===== src/rtl/fetch_queue_unit.sv =====
// Instruction fetch stage: drives the PC, issues req/ack instruction reads and
// queues {pc, instr} pairs for decode. Optional FETCH_MISALIGN_CHECK_EN adds a sticky fault.
module fetch_queue_unit #(
    parameter int unsigned DEPTH = 4,
    parameter int unsigned CW    = 3
) (
    input  logic          CLOCK,
    input  logic          RESET,
    input  logic [63:0]   pc_in,
    output logic          pc_write,
    output logic [63:0]   pc_next,
    output logic          imem_req,
    output logic [63:0]   imem_addr,
    input  logic          imem_ack,
    input  logic [31:0]   imem_rdata,
    input  logic          branch_taken,
    input  logic [63:0]   branch_target,
    output logic          if_valid,
    input  logic          if_ready,
    output logic [31:0]   if_instr,
    output logic [63:0]   if_pc,
    output logic [CW-1:0] count,
    output logic          fetch_fault
);

    localparam int unsigned PW = (DEPTH > 1) ? $clog2(DEPTH) : 1;
    localparam logic [CW-1:0] FULL = CW'(DEPTH);

    typedef enum logic [1:0] {IDLE, REQ, ADV, DROP} state_t;

    typedef struct packed {
        logic [63:0] pc;
        logic [31:0] instr;
    } fq_entry_t;

    state_t      state_q, state_d;
    logic        req_d, pc_write_d, push, pop, set_fault, misalign;
    logic [63:0] addr_d, pc_next_d;
    fq_entry_t   mem [DEPTH];
    logic [PW-1:0] rd_ptr, wr_ptr;

`ifdef FETCH_MISALIGN_CHECK_EN
    // A sticky fault keeps the FSM parked in IDLE until a redirect.
    assign misalign = (pc_in[1:0] != 2'b00) || fetch_fault;

    always_ff @(posedge CLOCK) begin
        if (RESET)             fetch_fault <= 1'b0;
        else if (branch_taken) fetch_fault <= 1'b0;
        else if (set_fault)    fetch_fault <= 1'b1;
    end
`else
    logic unused_cfg;
    assign misalign    = 1'b0;
    assign fetch_fault = 1'b0;
    assign unused_cfg  = ^{pc_in[1:0], set_fault};
`endif

    // Next-state and registered-output decode; redirects take priority.
    always_comb begin
        state_d    = state_q;
        req_d      = imem_req;
        addr_d     = imem_addr;
        pc_write_d = 1'b0;
        pc_next_d  = pc_next;
        push       = 1'b0;
        set_fault  = 1'b0;
        case (state_q)
            IDLE: begin
                if (branch_taken) begin
                    pc_write_d = 1'b1;
                    pc_next_d  = branch_target;
                    state_d    = ADV;
                end else if (misalign) begin
                    set_fault = 1'b1;
                end else if (count < FULL) begin
                    req_d   = 1'b1;
                    addr_d  = {pc_in[63:2], 2'b00};
                    state_d = REQ;
                end
            end
            REQ: begin
                if (branch_taken) begin
                    pc_write_d = 1'b1;
                    pc_next_d  = branch_target;
                    if (imem_ack) begin
                        req_d   = 1'b0;
                        state_d = ADV;
                    end else begin
                        state_d = DROP;
                    end
                end else if (imem_ack) begin
                    push       = 1'b1;
                    req_d      = 1'b0;
                    pc_write_d = 1'b1;
                    pc_next_d  = imem_addr + 64'd4;
                    state_d    = ADV;
                end
            end
            ADV: begin
                if (branch_taken) begin
                    pc_write_d = 1'b1;
                    pc_next_d  = branch_target;
                end else begin
                    state_d = IDLE;
                end
            end
            DROP: begin
                if (branch_taken) begin
                    pc_write_d = 1'b1;
                    pc_next_d  = branch_target;
                end
                // A redirect landing with the ack still needs its ADV cycle.
                if (imem_ack) begin
                    req_d   = 1'b0;
                    state_d = branch_taken ? ADV : IDLE;
                end
            end
            default: state_d = IDLE;
        endcase
    end

    always_ff @(posedge CLOCK) begin
        if (RESET) begin
            state_q   <= IDLE;
            imem_req  <= 1'b0;
            imem_addr <= 64'd0;
            pc_write  <= 1'b0;
            pc_next   <= 64'd0;
        end else begin
            state_q   <= state_d;
            imem_req  <= req_d;
            imem_addr <= addr_d;
            pc_write  <= pc_write_d;
            pc_next   <= pc_next_d;
        end
    end

    // Fetch queue; a redirect flushes it and voids any same-cycle pop.
    assign if_valid = (count != '0);
    assign if_instr = mem[rd_ptr].instr;
    assign if_pc    = mem[rd_ptr].pc;
    assign pop      = if_valid && if_ready && !branch_taken;

    always_ff @(posedge CLOCK) begin
        if (RESET || branch_taken) begin
            rd_ptr <= '0;
            wr_ptr <= '0;
            count  <= '0;
        end else begin
            if (push) wr_ptr <= wr_ptr + PW'(1);
            if (pop)  rd_ptr <= rd_ptr + PW'(1);
            if (push && !pop)      count <= count + CW'(1);
            else if (!push && pop) count <= count - CW'(1);
        end
    end

    always_ff @(posedge CLOCK) begin
        if (push && !RESET) mem[wr_ptr] <= '{pc: imem_addr, instr: imem_rdata};
    end

endmodule


===== config.mk =====
export PLATFORM = sky130hd
export DESIGN_NAME = fetch_queue_unit
export DESIGN_NICKNAME = d
export VERILOG_FILES = /design/src/rtl/fetch_queue_unit.sv
export SDC_FILE = /design/constraint.sdc
export NUM_CORES = 1
export LEC_CHECK = 0
export CAP_MARGIN = 20
export CORE_MARGIN = 2
export CORE_UTILIZATION = 52
export DETAILED_ROUTE_END_ITERATION = 10
export PLACE_DENSITY = 0.8
export SLEW_MARGIN = 20
export SYNTH_ARGS = -nofsm -noshare
export SYNTH_HDL_FRONTEND = slang
export SYNTH_SLANG_ARGS = --single-unit

===== constraint.sdc =====
create_clock -name CLOCK -period 14.8 [get_ports CLOCK]
set_input_delay 4.44 -clock CLOCK [delete_from_list [all_inputs] [get_ports CLOCK]]
set_output_delay 4.44 -clock CLOCK [all_outputs]
set_load 0.05 [all_outputs]

==> results of run 1 <==
-- critical path: stages (launching register included) --
cell	delay, ns
dfxtp_4	0.99
buf_4	0.45
buf_16	0.32
mux4_2	0.54
clkdlybuf4s50_1	0.81
-- cell families (layout without fill, tap and decap cells) --
group,Yosys count,count (layout)
other,1,7
adders and majority gates,7,7
and+or+nand+nor,406,406
muxes,95,95
xor gates and xnor gates,59,59
AOI/OAI and AO/OA,198,198
DFF,515,515
buffers and inverters,101,516
-- state kept, by name (all words and copies together), names as in the netlist, named ones only --
signal / flops
pc_next: 64
rd_ptr: 2
imem_addr: 62
imem_req: 1
mem: 376
state_q: 2
count: 3
pc_write: 1
wr_ptr: 2
-- per-layer routing --
metal	vias up	global-route usage	part of all wire	wire length, um
li1	5967	-	-	-
met1	6696	0.363	0.41	22100
met2	605	0.425	0.48	26100
met3	120	0.0601	0.082	4480
met4	2	0.0948	0.034	1840
met5	-	0	0.00024	13
-- power groups by stage --
stage          Clock, uW  Combinational, uW  Sequential [uW]
2_1_floorplan          0               88.2             1710
3_5_place_dp           0                288             1640
6_report            1320                289             1610
4_1_cts             1340                289             1610
3_3_place_gp           0                284             1640
5_1_grt             1390                303             1620
-- layout make-up --
cell class | instances | area, um2
clock inverter | 21 | 230
antenna | 2 | 5.00
timing repair buffer | 402 | 4000
fill | 2577 | 12200
multi-input combinational | 770 | 5920
tap | 518 | 648
inverter | 18 | 67.6
clock buffer | 75 | 1500
sequential | 515 | 14100
-- final timing paths --
path / startpoint / cells after the start / endpoint / slack (ns)
setup / recovery: register / 4 / if_pc[23] / 6.60
hold / removal: pc_next[15] / 2 / pc_next[15] / 0.46
setup reg to reg: state_q[0] / 10 / count[2] / 11.13
hold reg to reg: pc_next[15] / 2 / pc_next[15] / 0.46
-- synth_stat cells (all sizes together), types with 14 or more instances --
cell	number	area, um2
a21oi	117	586
and3	21	131
buf	22	118
clkbuf	61	229
dfxtp	139	2780
edfxtp	376	11300
inv	17	63.8
mux4	94	2120
nand2	198	743
nand3	23	133
nand4	16	151
nor2	90	338
nor3	18	106
nor4	16	170
o21ai	22	110
o22ai	25	156
xnor2	45	394
xor2	14	123
-- metrics by stage --
step                 util  cells  setup slack [ns]  total power, uW
detailed placement  0.639   2222              6.65             1930
floorplan               -   1386              7.01             1800
global placement    0.639   2222              6.71             1930
finish              0.684   2321              6.60             3220
global route        0.684   2320              6.32             3310
CTS                 0.684   2318              6.23             3240
==> impl_results.md, run 1 <==
- Clock slew seen by the registers of the worst setup and hold paths: 0.06 ns
- Die Y-Extent: 202 um
- CTS tree: built
- Async set-reset flop share out of synthesis: 0
- Clk root buf: clkbuf_16
- Final slew viol count: 0
- Post-synthesis xor/xnor area fraction: 0.0254
- Largest net degree at the start of global routing: 68
- WL per Instance: 23.5 um
- Num CTS Buffers: 51
- Die area: 40700 um2
- Leakage: 0.00860 uW
- P&R area growth vs syn: 30.0%
- CTS resizes: 0
- Iter 0 DRT Violations: 1089
- Router iterations before antenna repair: 5
- Fin Hold WS: 0.465 ns
- Worst-margin pin slew: 0.993 ns
- H-tree depth: 2
- CTS Hold Bufs: 0
- Synth Instances: 1382
- Netlist Area Pre-Place: 20400 um2
- Most frequent cells in the layout: 386 x clkdlybuf4s50_1, 376 x edfxtp_1, 197 x nand2_1
- Cell variety after synth: 59
- Ys Warns: 0
- Critical path arrival: 3.76 ns
- EDFF count, synth: 376
- Combinational share of power: 0.090
- Number of I/O port buffers: 388
- Pwr dens: 122 nW/um2
- GP Congestion: 0.797
- Max_slew headroom: 0.338
- Register area share after synthesis: 0.692
- Total GRT Usage: 0.266
- Rows: 72
- Vias per cell: 5.77
- Outcome: finished, final reports clean
- DRC violations left: 0
- Clock buffer depth: 3
- Clk Latency, worst-skew pair: 0.60 ns
- RSZ-0062 raised after global routing: no
- Setup Viol. Count Final: 0
- Vias in the first global route: 13.3k
- Worst-path maximum fanout: 47
- Post-route ant nets: 0
- HPWL Detailed: 35000 um
- NetSw: 763 uW
- Clock power share: 0.409
- Post-route cell area: 26500 um2
- Most common cell after layout, fill and taps aside: clkdlybuf4s50_1
- Post-CTS Setup Bufs: 0
- NumNets Final: 1930
- Synth Area in Compound Gates: 0.0563
- Top FF cell, synth: edfxtp_1
- #FFs+latches synth: 515
- Switching fraction of total power: 0.237
- Pint: 2460 uW
- CTS sink cnt: 515
- Initial antenna violation count: 3
- Fin crit share: 0.554
- Setup tns final: 0 ns
- Max-capacitance violation count: 0
- Share of post-route cells with drive strength above 1: 0.123
- Sequential power share: 0.501
- Final Hold Viols: 0
- Congestion Overflow GR: 0
- Max Clk Rate: 122 MHz
- Die width: 202 um
- Multiplexer share of the synthesized area: 0.105
- Skew final: 0.0165 ns
- Critical Path RT: 10.36 ns
- Via count: 13.4k
- Mapped Avg Cell Area: 14.7 um2
- Adder-cell share of the synthesized area: 0.00467
- Largest family of logic cells by synthesized area: multiplexers
- # IOs: 396
- Simple-Gate Fraction of Synth Area: 0.0971
- Peak VDD IR: 0.000115 V
- Total wire length: 54600 um
- Initial Util: 0.527
- Core area: 38600 um2
- Final min period: 8.20 ns
- Worst hold path class: reg -> reg
- WS Path Type: reg -> out
- Global-route wire length before repair: 81500 um
- CP endpoint kind: output port
- DP Area: 24700 um2
- Worst setup SP type: register
(Power assumes the default switching activity.)
==> inputs of run 2 (changes only) <==
- CORE_UTILIZATION: 52 -> 47
- PLACE_DENSITY: 0.8 -> 0.76
- clock period: 14.8 -> 6.7 ns (I/O delays scaled with it)
==> impl_results.md, run 2 (synthesized netlist as in run 1, its figures left out) <==
- HPWL Detailed: 35200 um (+0.69%)
- Reg2Reg Setup Slack: 3.49 ns (-7.64 ns)
- Die width: 212 um (+5.1%)
- Global-route wire length before repair: 80300 um (-1.4%)
- Dpl cells: 2295 (+3.3%)
- Worst hold path class: reg -> reg
- CP endpoint kind: output port
- Peak VDD IR: 0.000154 V (+34%)
- Largest regs: mem: 376 flops, pc_next: 64 flops, imem_addr: 62 flops
- Initial antenna violation count: 3 (unchanged)
- Critical Path End: if_pc[37]
- WL per Instance: 22.8 um (-3.0%)
- CTS tree: built
- Final slew viol count: 0 (unchanged)
- Router iterations before antenna repair: 5 (unchanged)
- Critical path's largest stage delay: 0.77 ns (-0.22 ns)
- Number of I/O port buffers: 388 (unchanged)
- H-tree depth: 2 (unchanged)
- CTS Hold Bufs: 0 (unchanged)
- Worst-path maximum fanout: 28 (-40%)
- Worst-path cell chain: buf_4, mux4_2, clkdlybuf4s50_1
- R2R Path Start: state_q[0]
- Die area: 45000 um2 (+10%)
- Reg2reg path depth: 11 (+1)
- Rows: 76 (+5.6%)
- Post-Layout Cell Count: 2393 (+3.1%)
- Sequential power share: 0.509 (+0.008)
- Layout fillers: 3174 (+23%)
- Via count: 13.2k (-1.3%)
- NumNets Final: 1934 (+0.21%)
- NetSw: 1660 uW (+120%)
- Num CTS Buffers: 50 (-2.0%)
- P&R area growth vs syn: 30.5%
- Switching fraction of total power: 0.237 (about the same)
- Post-route cell area: 26600 um2 (+0.40%)
- Vias in the first global route: 13.2k (-0.78%)
- Critical Path RT: 4.69 ns (-5.67 ns)
- WS Path Type: reg -> out
- Share of post-route cells with drive strength above 1: 0.124 (+0.000904)
- Skew final: 0.0147 ns (-0.00183 ns)
- Most common cell after layout, fill and taps aside: clkdlybuf4s50_1
- Core area: 42900 um2 (+11%)
- Clock slew seen by the registers of the worst setup and hold paths: 0.06 ns (about the same)
- Clock buffer depth: 3 (unchanged)
- DP Area: 24900 um2 (+0.83%)
- Max-capacitance violation count: 0 (unchanged)
- Final min period: 5.15 ns
- Cell class contributing the biggest share of worst-path delay: buffers and inverters
- Setup tns final: 0 ns (unchanged)
- Fin crit share: 0.768
- Critical path arrival: 3.14 ns (-0.62 ns)
- RSZ-0062 raised after global routing: no
- Buffer and inverter count on the worst path: 2 (-1)
- Setup Viol. Count Final: 0 (unchanged)
- Max FFs per register: 376 (unchanged)
- Post-route ant nets: 0 (unchanged)
- Leakage: 0.00861 uW (+0.17%)
- Crit path depth: 3 (-1)
- CTS resizes: 0 (unchanged)
- Final Hold Viols: 0 (unchanged)
- Max Clk Rate: 194 MHz
- Worst-margin pin slew: 1.06 ns (+0.0622 ns)
- # IOs: 396 (unchanged)
- Clk root buf: clkbuf_16
- Clk Latency, worst-skew pair: 0.58 ns (-0.02 ns)
- Pwr dens: 264 nW/um2 (+120%)
- Max_slew headroom: 0.295 (-0.0432)
- CTS sink cnt: 515 (unchanged)
- Largest net degree at the start of global routing: 78 (+15%)
- Worst setup SP type: register
- Top reg by flops: mem
- Post-CTS Setup Bufs: 0 (unchanged)
- Slowest-stage cell, CP: clkdlybuf4s50_1
- Total wire length: 54600 um (about the same)
- Combinational share of power: 0.091 (about the same)
- Iter 0 DRT Violations: 1115 (+2.4%)
- Die Y-Extent: 212 um (+5.1%)
- Most frequent cells in the layout: 386 x clkdlybuf4s50_1, 376 x edfxtp_1, 197 x nand2_1
- Pint: 5350 uW (+120%)
- Clock power share: 0.399 (-0.010)
- Initial Util: 0.475 (-0.0520)
- Outcome: finished, final reports clean
- Congestion Overflow GR: 0 (unchanged)
- Reg-to-reg endpoint: count[2]
- GP Congestion: 0.799 (+0.25%)
- DRC violations left: 0 (unchanged)
- Total GRT Usage: 0.240 (-0.0260)
- Vias per cell: 5.52 (-4.3%)
[run 2: cell count changes in the layout (fill, tap and decap cells not counted), sizes merged]
cell	previous run	this run
buf	16	21
inv	19	18
clkinvlp	3	0
clkinv	13	23
diode	2	4
clkbuf	75	67
[run 2: how the worst min path moves through the flow]
stage                            from          end  slack (ns)  cells after the start
after CTS                 pc_next[15]  pc_next[15]        0.46                      2
final                     pc_next[15]  pc_next[15]        0.46                      2
after global routing       pc_next[6]   pc_next[6]        0.48                      2
after global placement    pc_next[15]  pc_next[15]        0.44                      2
after floorplan             wr_ptr[1]    wr_ptr[1]        0.47                      2
after detailed placement  pc_next[15]  pc_next[15]        0.45                      2
[run 2: power by group through the flow]
stage / Clock [uW] / Sequential, uW / Combinational, uW
finish: 2800 / 3570 / 641
global route: 2980 / 3570 / 673
CTS: 2850 / 3560 / 644
detailed placement: 0 / 3630 / 640
global placement: 0 / 3630 / 630
floorplan: 0 / 3770 / 195
[run 2: metal layers]
metal | vias to the layer above | global-route usage | share of wire
met1 | 6627 | 0.328 | 0.41
met2 | 504 | 0.381 | 0.48
met5 | - | 0 | 0
met4 | 0 | 0.0957 | 0.034
met3 | 102 | 0.0477 | 0.076
li1 | 5983 | - | -
[run 2: per-stage QoR]
stage          hold slack [ns]  worst slack, ns  power (uW)  utilization
6_report                 0.456             1.55        7000        0.619
5_1_grt                  0.480             1.32        7230        0.619
4_1_cts                  0.458             1.43        7060        0.619
3_5_place_dp             0.451             1.48        4270        0.580
3_3_place_gp             0.442             1.51        4260        0.580
2_1_floorplan            0.469             1.34        3970            -
[run 2: worst register-to-register path: stages, from the launching register on]
cell	delay, ns
dfxtp_1	0.48
nand2_1	0.16
nor2_4	0.10
buf_4	0.40
nand2_1	0.34
clkinv_1	0.38
ha_1	0.26
inv_1	0.06
fa_1	0.37
xor2_1	0.16
or3_1	0.30
a21oi_1	0.13
[run 2: cell type report]
| class | instances | area, um2 | share of cell area |
|---|---|---|---|
| Clock buffer | 67 | 1400 | 0.0526 |
| Tap cell | 585 | 732 | 0.0276 |
| Inverter | 18 | 67.6 | 0.00254 |
| Clock inverter | 27 | 256 | 0.00966 |
| Timing Repair Buffer | 407 | 4100 | 0.154 |
| Antenna cell | 4 | 10.0 | 0.000377 |
| Sequential cell | 515 | 14100 | 0.530 |
| Multi-Input combinational cell | 770 | 5920 | 0.223 |
